[src/rtl/coprocessor0_regfile_if.sv]
// Bus between the pipeline and the CP0 register file.
// Groups the MTC0 write port, MFC0 read port, exception/ERET commit,
// hardware interrupt lines and the CP0 status outputs.
// slave  : the register file (consumes commits, drives read data/status)
// master : the pipeline side (drives commits, consumes read data/status)
interface coprocessor0_regfile_if #(
    parameter int unsigned HW_INT_COUNT = 6
);
    logic [4:0]              wb_address_register;
    logic [2:0]              wb_address_select;
    logic                    wb_write_enabled;
    logic [31:0]             wb_write_data;
    logic [4:0]              read_address_register;
    logic [2:0]              read_address_select;
    logic [31:0]             read_data;
    logic                    exception_valid;
    logic [4:0]              exception_code;
    logic [31:0]             exception_pc;
    logic                    exception_delay_slot;
    logic                    exception_bad_vaddr_valid;
    logic [31:0]             exception_bad_vaddr;
    logic                    eret_valid;
    logic [HW_INT_COUNT-1:0] hardware_interrupt;
    logic                    interrupt_pending;
    logic [31:0]             exception_target;
    logic [31:0]             epc;
    logic                    status_exl;

    modport slave (
        input  wb_address_register, wb_address_select, wb_write_enabled, wb_write_data,
        input  read_address_register, read_address_select,
        input  exception_valid, exception_code, exception_pc, exception_delay_slot,
        input  exception_bad_vaddr_valid, exception_bad_vaddr, eret_valid,
        input  hardware_interrupt,
        output read_data, interrupt_pending, exception_target, epc, status_exl
    );

    modport master (
        output wb_address_register, wb_address_select, wb_write_enabled, wb_write_data,
        output read_address_register, read_address_select,
        output exception_valid, exception_code, exception_pc, exception_delay_slot,
        output exception_bad_vaddr_valid, exception_bad_vaddr, eret_valid,
        output hardware_interrupt,
        input  read_data, interrupt_pending, exception_target, epc, status_exl
    );
endinterface

[src/rtl/coprocessor0_regfile.sv]
// CP0 register file: BadVAddr, Count, Compare, Status, Cause, EPC.
// Ports:
//   clock, reset : core clock, asynchronous active-high reset
//   bus (slave)  : MTC0 write, MFC0 read (combinational), exception/ERET
//                  commit, hardware interrupt lines, registered interrupt
//                  request, EPC, Status.EXL and the exception vector.
module coprocessor0_regfile #(
    parameter int unsigned HW_INT_COUNT = 6,
    parameter int unsigned COUNT_DIVIDE = 2,
    parameter logic [31:0] EXC_VECTOR   = 32'hBFC00380
) (
    input  logic                   clock,
    input  logic                   reset,
    coprocessor0_regfile_if.slave  bus
);
    localparam int unsigned DIV_W = (COUNT_DIVIDE > 1) ? $clog2(COUNT_DIVIDE) : 1;

    localparam logic [4:0] REG_BADVADDR = 5'd8;
    localparam logic [4:0] REG_COUNT    = 5'd9;
    localparam logic [4:0] REG_COMPARE  = 5'd11;
    localparam logic [4:0] REG_STATUS   = 5'd12;
    localparam logic [4:0] REG_CAUSE    = 5'd13;
    localparam logic [4:0] REG_EPC      = 5'd14;

    typedef struct packed {
        logic [3:0] cu;
        logic [4:0] rsvd0;
        logic       bev;
        logic [5:0] rsvd1;
        logic [7:0] im;
        logic [5:0] rsvd2;
        logic       exl;
        logic       ie;
    } status_data_t;

    typedef struct packed {
        logic        bd;
        logic        ti;
        logic [13:0] rsvd0;
        logic [7:0]  ip;
        logic        rsvd1;
        logic [4:0]  exc_code;
        logic [1:0]  rsvd2;
    } cause_data_t;

    logic [31:0]      badvaddr_q, badvaddr_d;
    logic [31:0]      count_q,    count_d;
    logic [31:0]      compare_q,  compare_d;
    logic [31:0]      epc_q,      epc_d;
    logic [DIV_W-1:0] div_q,      div_d;
    logic [7:0]       im_q,       im_d;
    logic             exl_q,      exl_d;
    logic             ie_q,       ie_d;
    logic             bd_q,       bd_d;
    logic             ti_q,       ti_d;
    logic [5:0]       ip_hw_q,    ip_hw_d;
    logic [1:0]       ip_sw_q,    ip_sw_d;
    logic [4:0]       exc_code_q, exc_code_d;
    logic             pending_q,  pending_d;

    logic [7:0]   ip_cur;
    status_data_t status_word;
    cause_data_t  cause_word;
    logic         wr_any;
    logic         div_wrap;
    logic         count_updated;

    // IP7 is shared between the top hardware line and the timer
    assign ip_cur = {ip_hw_q[5] | ti_q, ip_hw_q[4:0], ip_sw_q};

    // Architectural views of Status and Cause; unlisted fields read 0
    always_comb begin
        status_word     = '0;
        status_word.bev = 1'b1;
        status_word.im  = im_q;
        status_word.exl = exl_q;
        status_word.ie  = ie_q;

        cause_word          = '0;
        cause_word.bd       = bd_q;
        cause_word.ti       = ti_q;
        cause_word.ip       = ip_cur;
        cause_word.exc_code = exc_code_q;
    end

    // MTC0 survives only when no exception or ERET commits in the same cycle
    assign wr_any   = bus.wb_write_enabled & ~bus.exception_valid & ~bus.eret_valid
                      & (bus.wb_address_select == 3'd0);
    assign div_wrap = (div_q == DIV_W'(COUNT_DIVIDE - 1));

    // Next-state logic
    always_comb begin
        badvaddr_d    = badvaddr_q;
        count_d       = count_q;
        compare_d     = compare_q;
        epc_d         = epc_q;
        div_d         = div_q;
        im_d          = im_q;
        exl_d         = exl_q;
        ie_d          = ie_q;
        bd_d          = bd_q;
        ti_d          = ti_q;
        ip_sw_d       = ip_sw_q;
        exc_code_d    = exc_code_q;
        ip_hw_d       = 6'(bus.hardware_interrupt);
        pending_d     = ie_q & ~exl_q & (|(ip_cur & im_q));
        count_updated = 1'b0;

        // Count load takes precedence over the divider tick
        if (wr_any && bus.wb_address_register == REG_COUNT) begin
            count_d       = bus.wb_write_data;
            div_d         = '0;
            count_updated = 1'b1;
        end else if (div_wrap) begin
            count_d       = count_q + 32'd1;
            div_d         = '0;
            count_updated = 1'b1;
        end else begin
            div_d = div_q + DIV_W'(1);
        end

        // A Compare write clears TI even if a match happens the same cycle
        if (wr_any && bus.wb_address_register == REG_COMPARE) begin
            compare_d = bus.wb_write_data;
            ti_d      = 1'b0;
        end else if (count_updated && count_d == compare_q) begin
            ti_d = 1'b1;
        end

        if (bus.exception_valid) begin
            if (!exl_q) begin
                epc_d = bus.exception_delay_slot ? bus.exception_pc - 32'd4 : bus.exception_pc;
                bd_d  = bus.exception_delay_slot;
            end
            exl_d      = 1'b1;
            exc_code_d = bus.exception_code;
            if (bus.exception_bad_vaddr_valid) begin
                badvaddr_d = bus.exception_bad_vaddr;
            end
        end else if (bus.eret_valid) begin
            exl_d = 1'b0;
        end else if (wr_any) begin
            case (bus.wb_address_register)
                REG_STATUS: begin
                    im_d  = bus.wb_write_data[15:8];
                    exl_d = bus.wb_write_data[1];
                    ie_d  = bus.wb_write_data[0];
                end
                REG_CAUSE: ip_sw_d = bus.wb_write_data[9:8];
                REG_EPC:   epc_d   = bus.wb_write_data;
                default: ;
            endcase
        end
    end

    // State register
    always_ff @(posedge clock or posedge reset) begin
        if (reset) begin
            badvaddr_q <= '0;
            count_q    <= '0;
            compare_q  <= '0;
            epc_q      <= '0;
            div_q      <= '0;
            im_q       <= '0;
            exl_q      <= 1'b0;
            ie_q       <= 1'b0;
            bd_q       <= 1'b0;
            ti_q       <= 1'b0;
            ip_hw_q    <= '0;
            ip_sw_q    <= '0;
            exc_code_q <= '0;
            pending_q  <= 1'b0;
        end else begin
            badvaddr_q <= badvaddr_d;
            count_q    <= count_d;
            compare_q  <= compare_d;
            epc_q      <= epc_d;
            div_q      <= div_d;
            im_q       <= im_d;
            exl_q      <= exl_d;
            ie_q       <= ie_d;
            bd_q       <= bd_d;
            ti_q       <= ti_d;
            ip_hw_q    <= ip_hw_d;
            ip_sw_q    <= ip_sw_d;
            exc_code_q <= exc_code_d;
            pending_q  <= pending_d;
        end
    end

    // MFC0 read from current state
    always_comb begin
        bus.read_data = '0;
        if (bus.read_address_select == 3'd0) begin
            case (bus.read_address_register)
                REG_BADVADDR: bus.read_data = badvaddr_q;
                REG_COUNT:    bus.read_data = count_q;
                REG_COMPARE:  bus.read_data = compare_q;
                REG_STATUS:   bus.read_data = status_word;
                REG_CAUSE:    bus.read_data = cause_word;
                REG_EPC:      bus.read_data = epc_q;
                default:      bus.read_data = '0;
            endcase
        end
    end

    assign bus.interrupt_pending = pending_q;
    assign bus.exception_target  = EXC_VECTOR;
    assign bus.epc               = epc_q;
    assign bus.status_exl        = exl_q;
endmodule

[src/flat_wrapper.sv]
// flat-port wrapper written by rule: the top's interface ports become plain ports
module coprocessor0_regfile_flat 
#(
    parameter int unsigned HW_INT_COUNT = 6,
    parameter int unsigned COUNT_DIVIDE = 2,
    parameter logic [31:0] EXC_VECTOR   = 32'hBFC00380
)
  (clock, reset, bus_wb_address_register, bus_wb_address_select, bus_wb_write_enabled, bus_wb_write_data, bus_read_address_register, bus_read_address_select, bus_exception_valid, bus_exception_code, bus_exception_pc, bus_exception_delay_slot, bus_exception_bad_vaddr_valid, bus_exception_bad_vaddr, bus_eret_valid, bus_hardware_interrupt, bus_read_data, bus_interrupt_pending, bus_exception_target, bus_epc, bus_status_exl);
  coprocessor0_regfile_if #(.HW_INT_COUNT(HW_INT_COUNT)) bus_i ();
  input  logic clock;
  input  logic reset;
  input wire logic [$bits(bus_i.wb_address_register)-1:0] bus_wb_address_register;
  input wire logic [$bits(bus_i.wb_address_select)-1:0] bus_wb_address_select;
  input wire logic [$bits(bus_i.wb_write_enabled)-1:0] bus_wb_write_enabled;
  input wire logic [$bits(bus_i.wb_write_data)-1:0] bus_wb_write_data;
  input wire logic [$bits(bus_i.read_address_register)-1:0] bus_read_address_register;
  input wire logic [$bits(bus_i.read_address_select)-1:0] bus_read_address_select;
  input wire logic [$bits(bus_i.exception_valid)-1:0] bus_exception_valid;
  input wire logic [$bits(bus_i.exception_code)-1:0] bus_exception_code;
  input wire logic [$bits(bus_i.exception_pc)-1:0] bus_exception_pc;
  input wire logic [$bits(bus_i.exception_delay_slot)-1:0] bus_exception_delay_slot;
  input wire logic [$bits(bus_i.exception_bad_vaddr_valid)-1:0] bus_exception_bad_vaddr_valid;
  input wire logic [$bits(bus_i.exception_bad_vaddr)-1:0] bus_exception_bad_vaddr;
  input wire logic [$bits(bus_i.eret_valid)-1:0] bus_eret_valid;
  input wire logic [$bits(bus_i.hardware_interrupt)-1:0] bus_hardware_interrupt;
  output wire logic [$bits(bus_i.read_data)-1:0] bus_read_data;
  output wire logic [$bits(bus_i.interrupt_pending)-1:0] bus_interrupt_pending;
  output wire logic [$bits(bus_i.exception_target)-1:0] bus_exception_target;
  output wire logic [$bits(bus_i.epc)-1:0] bus_epc;
  output wire logic [$bits(bus_i.status_exl)-1:0] bus_status_exl;
  assign bus_i.wb_address_register = bus_wb_address_register;
  assign bus_i.wb_address_select = bus_wb_address_select;
  assign bus_i.wb_write_enabled = bus_wb_write_enabled;
  assign bus_i.wb_write_data = bus_wb_write_data;
  assign bus_i.read_address_register = bus_read_address_register;
  assign bus_i.read_address_select = bus_read_address_select;
  assign bus_i.exception_valid = bus_exception_valid;
  assign bus_i.exception_code = bus_exception_code;
  assign bus_i.exception_pc = bus_exception_pc;
  assign bus_i.exception_delay_slot = bus_exception_delay_slot;
  assign bus_i.exception_bad_vaddr_valid = bus_exception_bad_vaddr_valid;
  assign bus_i.exception_bad_vaddr = bus_exception_bad_vaddr;
  assign bus_i.eret_valid = bus_eret_valid;
  assign bus_i.hardware_interrupt = bus_hardware_interrupt;
  assign bus_read_data = bus_i.read_data;
  assign bus_interrupt_pending = bus_i.interrupt_pending;
  assign bus_exception_target = bus_i.exception_target;
  assign bus_epc = bus_i.epc;
  assign bus_status_exl = bus_i.status_exl;
  coprocessor0_regfile #(.HW_INT_COUNT(HW_INT_COUNT), .COUNT_DIVIDE(COUNT_DIVIDE), .EXC_VECTOR(EXC_VECTOR)) u_core (.clock(clock), .reset(reset), .bus(bus_i));
endmodule
[config.mk]
export PLATFORM = sky130hd
export DESIGN_NAME = coprocessor0_regfile_flat
export DESIGN_NICKNAME = d
export VERILOG_FILES = /design/src/rtl/coprocessor0_regfile_if.sv /design/src/rtl/coprocessor0_regfile.sv /design/src/flat_wrapper.sv
export SDC_FILE = /design/constraint.sdc
export NUM_CORES = 1
export LEC_CHECK = 0
export ABC_CLOCK_PERIOD_IN_PS = 6420
export CORE_MARGIN = 2
export CORE_UTILIZATION = 49
export DETAILED_ROUTE_END_ITERATION = 8
export PLACE_DENSITY = 0.79
export REMOVE_ABC_BUFFERS = 1
export SLEW_MARGIN = 20
export SYNTH_ARGS = -nofsm -noshare
export SYNTH_HDL_FRONTEND = slang
export SYNTH_SLANG_ARGS = --single-unit
[constraint.sdc]
create_clock -name clock -period 6.42 [get_ports clock]
set_clock_uncertainty 0.05 [all_clocks]
set_input_delay 0.963 -clock clock [delete_from_list [all_inputs] [get_ports clock]]
set_output_delay 0.963 -clock clock [all_outputs]
set_load 0.02 [all_outputs]
==> Yosys cells after proc, flatten, opt, wreduce, memory -nomap -nowiden <==
Cells that the tools add are included.
{ "totals": {"reg_bits": 155, "in_bits": 130, "out_inout_bits": 98, "elab_cells": 78} }
{ "classes": {"add_sub_neg": 3, "n_eq_ne": 14, "n_mux": 20, "bitwise": 10, "n_reduce_logical": 17} }
{ "op_table": {"columns": ["operator", "count"], "rows": [
  ["2-to-1 mux 32 bit", 9],
  ["case mux 32 bit (6 select lines)", 1],
  ["equality test 5 x 4 -> 1 bit, second input constant", 11],
  ["adder 32 x 1 -> 32 bit, second input constant", 1],
  ["equality test 32 bit", 1],
  ["subtractor 32 x 3 -> 32 bit, second input constant", 1],
  ["AND reduction 4 bit", 3],
  ["2-to-1 mux 1 bit", 10],
  ["AND 8 bit", 1],
  ["OR reduction 8 bit", 1],
  ["zero test 3 bit", 2],
  ["AND reduction 2 bit", 3],
  ["nonzero test 2 bit", 3],
  ["nonzero test 3 bit", 2],
  ["AND 1 bit", 5],
  ["!= test 2 bit, second input constant", 2],
  ["logical AND 1 bit", 3],
  ["inverter 1 bit", 3],
  ["adder 1 bit, second input constant", 1],
  ["bitwise OR 1 bit", 1]
]} }

==> Logic depth before layout (Yosys ltp) <==
{ "depth": {"word_depth": 10, "mapped_depth": 11} }

==> Worst setup path before layout <==
No wires, ideal clock.
{ "synth_timing": {"path_type": "in2out", "start": "in bus_read_address_register[4]", "end": "out bus_read_data[17]", "arrival_time_ns": 2.922, "t_required_ns": 5.407, "slack_ns": 2.485, "cell_stages": 7, "path_cell_list": "nand2b_1 -> or3b_2 -> clkbuf_1 -> nor2_1 -> clkbuf_1 -> a22oi_1 -> a21oi_1"} }
{ "synth_via": {"elab_chain_cells": 3} }
{ "synth_rtl": {"columns": ["item", "line", "text"], "rows": [
  ["start, declared", "flat_wrapper.sv:16", "input wire logic [$bits(bus_i.read_address_register)-1:0] bus_read_address_register;"],
  ["equality test 5 x 4 -> 1 bit", "coprocessor0_regfile.sv:195", "case (bus.read_address_register)"],
  ["case mux 32 bit (6 select lines) *", "coprocessor0_regfile.sv:195", null],
  ["2-to-1 mux 32 bit *", "coprocessor0_regfile.sv:194", "if (bus.read_address_select == 3'd0) begin"],
  ["end, declared", "flat_wrapper.sv:26", "output wire logic [$bits(bus_i.read_data)-1:0] bus_read_data;"]
]} }
Mark *: on every way between the ends. The rest lies on a longest branch, timed or not.

==> Worst setup path in the final report <==
{ "layout_timing": {"start": "in bus_read_address_register[4]", "end": "out bus_read_data[29]"} }
Same word-level chain as after synthesis.

==> impl_metrics.csv <==
group,metric,value,unit
outcome,status,"finished, final reports clean",
clocking,cts_max_level,4,
timing,setup_tns,0,ns
placed_design,dpl_worst_slack,1.39,ns
worst_setup_path,r2r_start,"u_core.div_q",
routing,vias_per_cell,5.87,
timing,slew_headroom,35.4,%
pwr,powerDensity,259,mW/mm2
worst_setup_path,reg2reg_slack,3.34,ns
timing,rsz0062_at_grt,"no",
synthesis,synth_seq_cells,155,
global_route,antenna_found_initial,0,
pwr,power.total,3.14,mW
timing,final-max-slew-violation-count,0,
synthesis,synth-async-reset-ratio,100,%
timing,min_period_over_period,79.6,%
worst_setup_path,worstSetupEndpointType,"output port",
layout,layout.nets,1289,
pwr,ir_drop,0.000239,V
global_route,grt_pass1_wl,46.6,mm
synthesis,synthFlopType,"dfrtp_1",
synthesis,yosys.cell_types.count,77,
synthesis,synth_edf_count,0,
hold_path,holdCritStartpoint,"u_core.badvaddr_q[2]",
clocking,clk-insertion-delay-late,0.43,ns
hold_path,hold_depth,1,
routing,via_count,8430,
die,initial_core_util,49.5,%
pwr,leakage,4.76,nW
synthesis,ys_seq_area_share,40.6,%
global_route,grt_overflow,0,
worst_setup_path,worstSetupPathType,"primary input to output port",
clocking,cts_max_path_buffers,2,
timing,setup_ws,1.31,ns
timing,finalSetupViolCount,0,
worst_setup_path,setup.worst_path.start_class,"primary input",
clocking,root_buffer,"clkbuf_16",
global_route,grt_usage,29.8,%
worst_setup_path,reg2regPathDepth,8,
placed_design,port_buffers,195,
die,fp.dieH,144,um
layout,regArea,0.00388,mm2
timing,timing.fmax,0.196,GHz
die,die_area,0.0206,mm2
clocking,cts_resized,0,
timing,worstMarginPinSlew,0.968,ns
placed_design,place_hpwl,21.9,mm
clocking,clk_pin_slew,0.07,ns
synthesis,avgSynthCellArea,9.60,um2
synthesis,synth_cells,996,
worst_setup_path,crit_required,5.41,ns
routing,drtAntennaViolNets,0,
clocking,cts_setup_buffers,0,
clocking,cts_made_buffers,17,
global_route,grt_pass1_vias,8150,
worst_setup_path,crit_start,"bus_read_address_register[4]",
die,io_pins,228,
synthesis,syn_area,0.00956,mm2
clocking,cts_tree,"yes",
run,cap_violations,0,
die,rows,51,
routing,drc_errors,0,
layout,fin_util,62.8,%
layout,n_antenna_cell,0,
routing,drt-met1-wl,13.8,mm
routing,wirelength,30.7,mm
worst_setup_path,endpoint,"bus_read_data[29]",
timing,whs,0.458,ns
routing,drtIter0Drc,857,
routing,dr_wl_met3,2.09,mm
timing,finalHoldViolations,0,
layout,drive_above_1_share,13.2,%
clocking,cts.sinks,155,
timing,finalCriticalPeriod,5.11,ns
routing,top_layer_used,"met4",
routing,routedWlPerCell,21.4,um
worst_setup_path,timing.rr.end,"u_core.ti_q",
placed_design,gp_congestion,0.948,
worst_setup_path,cp.arrival,4.10,ns
clocking,holdBufCountCts,0,
layout,area_growth,27.0,%
routing,drt_pass1_iterations,5,
hold_path,hp-class,"register to register",
routing,wl_met2,14.5,mm
die,fp.dieW,144,um
synthesis,yosysWarnings,0,
worst_setup_path,cp_max_fo,19,
global_route,grt_max_degree,107,
die,core,0.0193,mm2
layout,multiInputGateArea,0.00525,mm2
layout,fillers,1615,
-- cells in the mapped netlist, types with 5 or more instances --
cell type  number  area, um2
buf_1           9       33.8
nand2b_1        9       56.3
and3_1          9       56.3
xor2_1         44        385
nand3_1        20        100
or4_1           5       37.5
clkbuf_1       41        154
dfrtp_1       155       3880
mux2_2         83        935
inv_1          18       67.6
o21ai_0        71        355
nor2_1         47        176
mux2i_1        22        220
o21ai_1         9       45.0
nand2_1       104        390
o22ai_1         5       31.3
nor4_1         12       75.1
a21oi_1        42        210
xnor2_1        50        438
or3_1           6       37.5
nor2b_1         5       31.3
nand4_1        20        125
nor3_1         17       85.1
a22oi_1        56        420
buf_4          32        240
a31oi_1        15       93.8
buf_2           9       45.0
-- critical path: stages --
cell and delay (ns):
clkdlybuf4s50_1 0.38, nand2b_1 0.23, or3b_2 0.60, nor2_2 0.52, buf_4 0.44, a22oi_1 0.15
a21oi_1 0.17, clkdlybuf4s50_1 0.63
-- registers in the layout (all words and copies together), names as in the netlist --
register / cells
u_core.ti_q: 1
u_core.ie_q: 1
u_core.bd_q: 1
u_core.ip_sw_q: 2
u_core.bus.status_exl: 1
u_core.badvaddr_q: 32
u_core.div_q: 1
u_core.compare_q: 32
u_core.bus.epc: 32
u_core.count_q: 32
u_core.bus.interrupt_pending: 1
u_core.exc_code_q: 5
u_core.im_q: 8
u_core.ip_hw_q: 6
-- worst min path at each step --
stage / end / slack, ns
floorplan: u_core.badvaddr_q[22] / 0.43
global placement: u_core.badvaddr_q[16] / 0.44
detailed placement: u_core.badvaddr_q[31] / 0.44
CTS: u_core.badvaddr_q[31] / 0.46
global route: u_core.badvaddr_q[10] / 0.47
finish: u_core.badvaddr_q[2] / 0.46
-- placed cells by master (no fill, tap or decap), drive strengths merged, types with 5 or more instances in the layout --
| cell | count |
|---|---|
| a31oi | 15 |
| and3 | 9 |
| a22oi | 56 |
| xor2 | 44 |
| nand4 | 21 |
| nor3 | 18 |
| clkbuf | 23 |
| nor4 | 15 |
| or4 | 5 |
| mux2i | 22 |
| nand3 | 22 |
| and4 | 5 |
| inv | 20 |
| nand2b | 10 |
| nor2 | 50 |
| nand2 | 104 |
| dfrtp | 155 |
| nor2b | 5 |
| xnor2 | 50 |
| or3 | 6 |
| clkdlybuf4s50 | 194 |
| buf | 12 |
| o22ai | 5 |
| a21oi | 42 |
| mux2 | 84 |
| conb | 32 |
| o21ai | 80 |
-- power by group --
group,switching [mW],internal (mW),total (mW)
clock,0.416,0.595,1.01
combinational,0.419,0.371,0.790
sequential,0.217,1.12,1.34
total,1.05,2.09,3.14
-- per-stage QoR --
| step | std cells | cell area, um2 |
|---|---|---|
| after floorplan | 932 | 9170 |
| after global placement | 1403 | 11500 |
| after detailed placement | 1403 | 11500 |
| after CTS | 1435 | 12100 |
| after global routing | 1435 | 12100 |
| final | 1435 | 12100 |
-- kinds of logic (layout without fill, tap and decap cells) --
group	count (synthesis)	after routing	share of synthesized area (%)
and+or+nand+nor	287	287	16.0
xor gates and xnor gates	96	96	9.08
buffers and inverters	112	256	6.01
other	2	32	0.0785
AOI/OAI and AO/OA	236	236	15.7
muxes	106	106	12.2
DFF	155	155	40.6
adders and majority gates	2	2	0.262
-- per-layer routing --
layer | global-route usage [%] | vias up
met5 | 0 | -
met1 | 42.2 | 4188
met3 | 5.80 | 30
met2 | 48.2 | 347
li1 | - | 3865
met4 | 5.88 | 0
-- final cells by class --
cell class	count	area share [%]
clock buffer	23	3.85
clock inverter	9	0.928
inverter	18	0.598
multi-input combinational	759	43.2
sequential	155	32.0
tap	265	2.73
timing repair buffer	206	16.7
Power figures use the tool's default switching activity.
